<file path="src/rtl/spi_reg_slave_if.sv">
// rtl/spi_reg_slave_if.sv - SPI pins and register-file strobe bus of the SPI register slave
interface spi_reg_slave_if #(
  parameter int ADDR_W = 14,
  parameter int DATA_W = 16
);
  logic              SCLK;
  logic              MOSI;
  logic              SS;
  logic              MISO;
  logic [ADDR_W-1:0] reg_addr;
  logic [DATA_W-1:0] reg_wr_data;
  logic              reg_wr_en;
  logic              reg_rd_en;
  logic [DATA_W-1:0] reg_rd_data;
  logic              busy;
  logic              frame_err;

  modport slave (
    input  SCLK, MOSI, SS, reg_rd_data,
    output MISO, reg_addr, reg_wr_data, reg_wr_en, reg_rd_en, busy, frame_err
  );

  modport master (
    output SCLK, MOSI, SS, reg_rd_data,
    input  MISO, reg_addr, reg_wr_data, reg_wr_en, reg_rd_en, busy, frame_err
  );
endinterface

</file>
<file path="src/rtl/spi_reg_slave.sv">
// rtl/spi_reg_slave.sv - oversampled SPI mode-0 slave turning 32-bit frames into register strobes
module spi_reg_slave #(
  parameter int ADDR_W = 14,
  parameter int DATA_W = 16,
  parameter int SYNC_W = 2
) (
  input  logic          clk,
  input  logic          rst_n,
  spi_reg_slave_if.slave bus
);

  localparam int HDR_W   = 2 + ADDR_W;
  localparam int FRAME_W = HDR_W + DATA_W;
  localparam int SHIFT_W = (HDR_W > DATA_W) ? HDR_W : DATA_W;
  localparam logic [5:0] HDR_LAST   = 6'(HDR_W - 1);
  localparam logic [5:0] FRAME_LAST = 6'(FRAME_W - 1);

  typedef enum logic [2:0] {IDLE, HDR, WDATA, RFETCH, RSHIFT, DRAIN} state_t;

  logic [SYNC_W-1:0] sclk_sync_q, mosi_sync_q, ss_sync_q;
  logic              sclk_prev_q, ss_prev_q;
  logic              sclk_s, mosi_s, ss_s;
  logic              sclk_rise, sclk_fall, ss_fall;

  always_ff @(posedge clk or negedge rst_n) begin
    if (!rst_n) begin
      sclk_sync_q <= '0;
      mosi_sync_q <= '0;
      ss_sync_q   <= '1;
      sclk_prev_q <= 1'b0;
      ss_prev_q   <= 1'b1;
    end else begin
      sclk_sync_q <= {sclk_sync_q[SYNC_W-2:0], bus.SCLK};
      mosi_sync_q <= {mosi_sync_q[SYNC_W-2:0], bus.MOSI};
      ss_sync_q   <= {ss_sync_q[SYNC_W-2:0], bus.SS};
      sclk_prev_q <= sclk_s;
      ss_prev_q   <= ss_s;
    end
  end

  assign sclk_s    = sclk_sync_q[SYNC_W-1];
  assign mosi_s    = mosi_sync_q[SYNC_W-1];
  assign ss_s      = ss_sync_q[SYNC_W-1];
  assign sclk_rise = sclk_s & ~sclk_prev_q;
  assign sclk_fall = ~sclk_s & sclk_prev_q;
  assign ss_fall   = ~ss_s & ss_prev_q;

  state_t             state_q, state_d;
  logic [5:0]         cnt_q, cnt_d;
  logic [SHIFT_W-1:0] rx_q, rx_d, rx_next;
  logic [DATA_W-1:0]  tx_q, tx_d;
  logic               miso_q, miso_d;
  logic [ADDR_W-1:0]  addr_q, addr_d;
  logic [DATA_W-1:0]  wdata_q, wdata_d;
  logic               wr_en_q, wr_en_d;
  logic               rd_en_q, rd_en_d;
  logic               err_q, err_d;

  assign rx_next = {rx_q[SHIFT_W-2:0], mosi_s};

  always_comb begin
    state_d = state_q;
    cnt_d   = cnt_q;
    rx_d    = rx_q;
    tx_d    = tx_q;
    miso_d  = miso_q;
    addr_d  = addr_q;
    wdata_d = wdata_q;
    wr_en_d = 1'b0;
    rd_en_d = 1'b0;
    err_d   = 1'b0;

    case (state_q)
      IDLE: begin
        miso_d = 1'b0;
        if (ss_fall) begin
          state_d = HDR;
          cnt_d   = '0;
          rx_d    = '0;
          tx_d    = '0;
        end
      end
      HDR, WDATA, RFETCH, RSHIFT: begin
        if (ss_s) begin
          // SS released before the last bit: the frame is dropped, never written
          err_d   = 1'b1;
          miso_d  = 1'b0;
          state_d = IDLE;
        end else begin
          if (sclk_rise) begin
            cnt_d = cnt_q + 6'd1;
          end
          case (state_q)
            HDR: begin
              if (sclk_rise) begin
                rx_d = rx_next;
                if (cnt_q == HDR_LAST) begin
                  addr_d = rx_next[ADDR_W-1:0];
                  case (rx_next[HDR_W-1 -: 2])
                    2'b00: state_d = WDATA;
                    2'b01: begin
                      state_d = RFETCH;
                      rd_en_d = 1'b1;
                    end
                    default: begin
                      err_d   = 1'b1;
                      state_d = DRAIN;
                    end
                  endcase
                end
              end
            end
            WDATA: begin
              if (sclk_rise) begin
                rx_d = rx_next;
                if (cnt_q == FRAME_LAST) begin
                  wdata_d = rx_next[DATA_W-1:0];
                  wr_en_d = 1'b1;
                  state_d = DRAIN;
                end
              end
            end
            RFETCH: begin
              // read data lands one clk after the strobe, so load once the strobe has dropped
              if (!rd_en_q) begin
                tx_d    = bus.reg_rd_data;
                state_d = RSHIFT;
              end
            end
            default: begin
              if (sclk_rise) begin
                if (cnt_q == FRAME_LAST) begin
                  miso_d  = 1'b0;
                  state_d = DRAIN;
                end
              end else if (sclk_fall) begin
                miso_d = tx_q[DATA_W-1];
                tx_d   = {tx_q[DATA_W-2:0], 1'b0};
              end
            end
          endcase
        end
      end
      default: begin
        miso_d = 1'b0;
        if (ss_s) begin
          state_d = IDLE;
        end
      end
    endcase
  end

  always_ff @(posedge clk or negedge rst_n) begin
    if (!rst_n) begin
      state_q <= IDLE;
      cnt_q   <= '0;
      rx_q    <= '0;
      tx_q    <= '0;
      miso_q  <= 1'b0;
      addr_q  <= '0;
      wdata_q <= '0;
      wr_en_q <= 1'b0;
      rd_en_q <= 1'b0;
      err_q   <= 1'b0;
    end else begin
      state_q <= state_d;
      cnt_q   <= cnt_d;
      rx_q    <= rx_d;
      tx_q    <= tx_d;
      miso_q  <= miso_d;
      addr_q  <= addr_d;
      wdata_q <= wdata_d;
      wr_en_q <= wr_en_d;
      rd_en_q <= rd_en_d;
      err_q   <= err_d;
    end
  end

  // gating with the raw pin keeps MISO quiet the instant SS deasserts
  assign bus.MISO        = miso_q & ~bus.SS;
  assign bus.reg_addr    = addr_q;
  assign bus.reg_wr_data = wdata_q;
  assign bus.reg_wr_en   = wr_en_q;
  assign bus.reg_rd_en   = rd_en_q;
  assign bus.busy        = (state_q != IDLE);
  assign bus.frame_err   = err_q;

endmodule

</file>
<file path="src/flat_wrapper.sv">
// flat-port wrapper written by rule: the top's interface ports become plain ports
module spi_reg_slave_flat 
#(
  parameter int ADDR_W = 14,
  parameter int DATA_W = 16,
  parameter int SYNC_W = 2
)
  (clk, rst_n, bus_SCLK, bus_MOSI, bus_SS, bus_reg_rd_data, bus_MISO, bus_reg_addr, bus_reg_wr_data, bus_reg_wr_en, bus_reg_rd_en, bus_busy, bus_frame_err);
  spi_reg_slave_if #(.ADDR_W(ADDR_W), .DATA_W(DATA_W)) bus_i ();
  input  logic clk;
  input  logic rst_n;
  input wire logic [$bits(bus_i.SCLK)-1:0] bus_SCLK;
  input wire logic [$bits(bus_i.MOSI)-1:0] bus_MOSI;
  input wire logic [$bits(bus_i.SS)-1:0] bus_SS;
  input wire logic [$bits(bus_i.reg_rd_data)-1:0] bus_reg_rd_data;
  output wire logic [$bits(bus_i.MISO)-1:0] bus_MISO;
  output wire logic [$bits(bus_i.reg_addr)-1:0] bus_reg_addr;
  output wire logic [$bits(bus_i.reg_wr_data)-1:0] bus_reg_wr_data;
  output wire logic [$bits(bus_i.reg_wr_en)-1:0] bus_reg_wr_en;
  output wire logic [$bits(bus_i.reg_rd_en)-1:0] bus_reg_rd_en;
  output wire logic [$bits(bus_i.busy)-1:0] bus_busy;
  output wire logic [$bits(bus_i.frame_err)-1:0] bus_frame_err;
  assign bus_i.SCLK = bus_SCLK;
  assign bus_i.MOSI = bus_MOSI;
  assign bus_i.SS = bus_SS;
  assign bus_i.reg_rd_data = bus_reg_rd_data;
  assign bus_MISO = bus_i.MISO;
  assign bus_reg_addr = bus_i.reg_addr;
  assign bus_reg_wr_data = bus_i.reg_wr_data;
  assign bus_reg_wr_en = bus_i.reg_wr_en;
  assign bus_reg_rd_en = bus_i.reg_rd_en;
  assign bus_busy = bus_i.busy;
  assign bus_frame_err = bus_i.frame_err;
  spi_reg_slave #(.ADDR_W(ADDR_W), .DATA_W(DATA_W), .SYNC_W(SYNC_W)) u_core (.clk(clk), .rst_n(rst_n), .bus(bus_i));
endmodule
</file>
<file path="config.mk">
export PLATFORM = sky130hd
export DESIGN_NAME = spi_reg_slave_flat
export DESIGN_NICKNAME = d
export VERILOG_FILES = /design/src/rtl/spi_reg_slave_if.sv /design/src/rtl/spi_reg_slave.sv /design/src/flat_wrapper.sv
export SDC_FILE = /design/constraint.sdc
export NUM_CORES = 1
export LEC_CHECK = 0
export BUFFER_PORTS_ARGS = -buffer_cell sky130_fd_sc_hd__buf_4
export CAP_MARGIN = 40
export CELL_PAD_IN_SITES_DETAIL_PLACEMENT = 0
export CELL_PAD_IN_SITES_GLOBAL_PLACEMENT = 1
export CORE_ASPECT_RATIO = 1.1
export CORE_MARGIN = 3
export CORE_UTILIZATION = 42
export CTS_CLUSTER_DIAMETER = 200
export DETAILED_ROUTE_END_ITERATION = 10
export GPL_TIMING_DRIVEN = 0
export HOLD_SLACK_MARGIN = 0.12
export PLACE_DENSITY = 0.86
export SLEW_MARGIN = 20
export SYNTH_ARGS = -nofsm -noshare
export SYNTH_HDL_FRONTEND = slang
export SYNTH_SLANG_ARGS = --single-unit
</file>
<file path="constraint.sdc">
create_clock -name clk -period 3 [get_ports clk]
set_input_delay 0.6 -clock clk [delete_from_list [all_inputs] [get_ports clk]]
set_output_delay 0.6 -clock clk [all_outputs]
set_load 0.05 [all_outputs]
</file>
==> results.sh <==
export IMPL_outcome="complete, no violations"
export IMPL_grt_pass1_wl_mm=12.5
export IMPL_synthTopCellsByCount="79 x dfrtp_1, 51 x nand2_1, 31 x mux2_2"
export IMPL_cts_setup_buffers=0
export IMPL_crit_family="simple AND/OR/NAND/NOR gates"
export IMPL_critPathMaxFanout=10
export IMPL_worstSetupStartpoint="u_core.state_q[1]"
export IMPL_drt_total_wl_mm=7.36
export IMPL_netlist_area_um2=3570
export IMPL_drc=0
export IMPL_synth_ff_type="dfrtp_1"
export IMPL_vias=2547
export IMPL_synth_cell_type_count=45
export IMPL_syn_instance_count=313
export IMPL_switching_share=0.352
export IMPL_power_mw=2.96
export IMPL_ant_nets=0
export IMPL_post_cts_resize_count=0
export IMPL_cp_data_required_time_ns=3.24
export IMPL_root_buffer="clkbuf_8"
export IMPL_pin_count=56
export IMPL_n_fill_cell=740
export IMPL_synth_top_area_share=0.554
export IMPL_hold_viol_final=0
export IMPL_async_reset_ff_frac=1.00
export IMPL_areaGrowthSynthToFinish_pct=22.0
export IMPL_io_buffers=55
export IMPL_antenna_found_initial=0
export IMPL_critPathMostFrequentCell="nand2_2"
export IMPL_regToRegStartpoint="u_core.state_q[1]"
export IMPL_viasPerCell=5.17
export IMPL_clkSlewWorstSetupHoldPaths_ns=0.09
export IMPL_drive_gt1_frac=0.317
export IMPL_rsz0062_at_grt="no"
export IMPL_combPwrFrac=0.270
export IMPL_fin_tns_setup_ns=0
export IMPL_cpMaxStageDelayCell="dfrtp_1"
export IMPL_clkLatencyLatePin_ns=0.36
export IMPL_wl_per_cell_um=14.9
export IMPL_initialDrtViolationCount=109
export IMPL_period_needed_ns=2.34
export IMPL_clkPwrFrac=0.284
export IMPL_yosysMostFrequentCell="dfrtp_1"
export IMPL_avgSynthCellArea_um2=11.4
export IMPL_path_buf_inv=2
export IMPL_critPathKind="reg -> reg"
export IMPL_worstPathCellList="buf_6 > o21ai_0 > nand2_2 > nor2_1 > nand2_2 > buf_2 > mux2_2"
export IMPL_grt_max_degree=48
export IMPL_finalCritPeriodShare=0.780
export IMPL_first_global_vias=2563
export IMPL_cts_hold_buffers=0
export IMPL_start_kind="flop"
export IMPL_synth_area_leaders="dfrtp_1 55%, mux2_2 9.8%, nand2_1 5.4%"
export IMPL_initial_core_util=0.441
export IMPL_cts_tree="built"
export IMPL_relSlewSlack=0.638
export IMPL_p_per_area_nw_per_um2=680
export IMPL_diodes=0
export IMPL_die_area_um2=9640
export IMPL_skew_ns=0.0104
export IMPL_p_leak_nw=2.18
export IMPL_max_stage_delay_ns=0.44
export IMPL_die_y_um=103
export IMPL_final_util=0.539
export IMPL_cts_buffers_inserted=9
export IMPL_htreeDepth=3
export IMPL_tightest_slew_ns=0.540
export IMPL_intPower_mw=1.92
export IMPL_yosysTopAreaCell="dfrtp_1"
export IMPL_ys_warn_count=0
export IMPL_timing_fmax_mhz=428
export IMPL_die_w_um=93.9
export IMPL_nNetsFinal=402
export IMPL_clk_path_buf_depth=2
export IMPL_worstHoldPathType="in -> async"
export IMPL_synth_edf_count=0
export IMPL_netSwitchingPower_mw=1.04
export IMPL_setup_viol=0
export IMPL_dp_hpwl_mm=5.19
export IMPL_grt_use_total=0.167
export IMPL_synthesis_nets=335
export IMPL_cap_viol_max_count=0
export IMPL_firstDrtPassIters=4
export IMPL_core_area_um2=8080
export IMPL_finalWeightedCongestion=0.906
export IMPL_worstSetupEndpointType="flop"
export IMPL_synth_seq_cells=82
export IMPL_ir_drop_uv=377
export IMPL_seq_area_frac_synth=0.576
export IMPL_rows=34
export IMPL_clock_sinks=82
export IMPL_share_seq_of_total_power=0.446
export IMPL_maxSlewViolCount=0
export IMPL_grt_overflow_total=0
export IMPL_arrival_ns=2.58
## sequential cells by signal (all words and copies together) (netlist names)
name,flops
u_core.cnt_q,6
u_core.tx_q,16
u_core.miso_q,1
u_core.ss_sync_q,2
u_core.sclk_sync_q,2
u_core.bus.reg_wr_en,1
u_core.bus.frame_err,1
u_core.bus.reg_rd_en,1
u_core.bus.reg_wr_data,16
u_core.rx_q,15
u_core.sclk_prev_q,1
u_core.state_q,3
u_core.mosi_sync_q,2
u_core.bus.reg_addr,14
u_core.ss_prev_q,1
## layer usage
layer | global-route usage | part of all wire | wire (um) | up-vias
li1 | - | - | - | 1231
met1 | 0.224 | 0.46 | 3360 | 1250
met2 | 0.265 | 0.49 | 3600 | 56
met4 | 0.0700 | 0.016 | 117 | 0
met3 | 0.0365 | 0.039 | 288 | 10
met5 | 0 | 0 | 0 | -
## cell usage in the layout (no fill, tap or decap), drive strengths merged, types with 5 or more instances in the layout
cell	n
nand2b	5
clkbuf	20
inv	7
buf	65
mux2	33
o21ai	23
a21oi	8
nor2	13
dfrtp	79
mux2i	17
o31ai	17
nand2	53
## cells by family after synthesis
group                      synth area share
muxes                                 0.152
and+or+nand+nor                       0.127
buffers and inverters                0.0291
xor gates and xnor gates            0.00737
DFF                                   0.576
AOI/OAI and AO/OA                     0.105
adders and majority gates           0.00351
## power by group through the flow
| stage | registers, mW | logic, mW | clock network [mW] |
|---|---|---|---|
| 5_1_grt | 1.34 | 0.894 | 0.910 |
| 3_3_place_gp | 1.34 | 0.786 | 0 |
| 2_1_floorplan | 1.33 | 0.565 | 0 |
| 4_1_cts | 1.32 | 0.804 | 0.866 |
| 3_5_place_dp | 1.34 | 0.800 | 0 |
| 6_report | 1.32 | 0.799 | 0.840 |
## final timing paths
path / to / slack [ns] / cells past startpoint
min reg2reg: u_core.mosi_sync_q[1] / 0.35 / 0
min: u_core.bus.reg_addr[10] / 0.18 / 1
max: u_core.bus.reg_addr[4] / 0.66 / 7
max reg2reg: u_core.bus.reg_addr[4] / 0.66 / 7
min in group clk: u_core.mosi_sync_q[0] / 0.34 / 1
max in group asynchronous: u_core.ss_prev_q / 2.18 / 2
## stage by stage
stage / setup slack (ns) / hold slack (ns) / instances / instance area, um^2
global placement: 0.680 / 0.336 / 476 / 4120
floorplan: 0.756 / 0.304 / 313 / 3570
finish: 0.661 / 0.179 / 493 / 4350
CTS: 0.638 / 0.183 / 493 / 4350
detailed placement: 0.653 / 0.337 / 477 / 4140
global route: 0.470 / 0.206 / 493 / 4350
## final cells by class
cell class	count	area [um^2]	share of cell area
Tap cell	108	135	0.0310
Timing Repair Buffer	56	440	0.101
Multi-Input combinational cell	208	1410	0.323
Inverter	4	15.0	0.00345
Sequential cell	82	2060	0.472
Clock buffer	10	138	0.0316
Buffer	19	88.8	0.0204
Clock inverter	6	72.6	0.0167
Power figures use the tool's default switching activity.
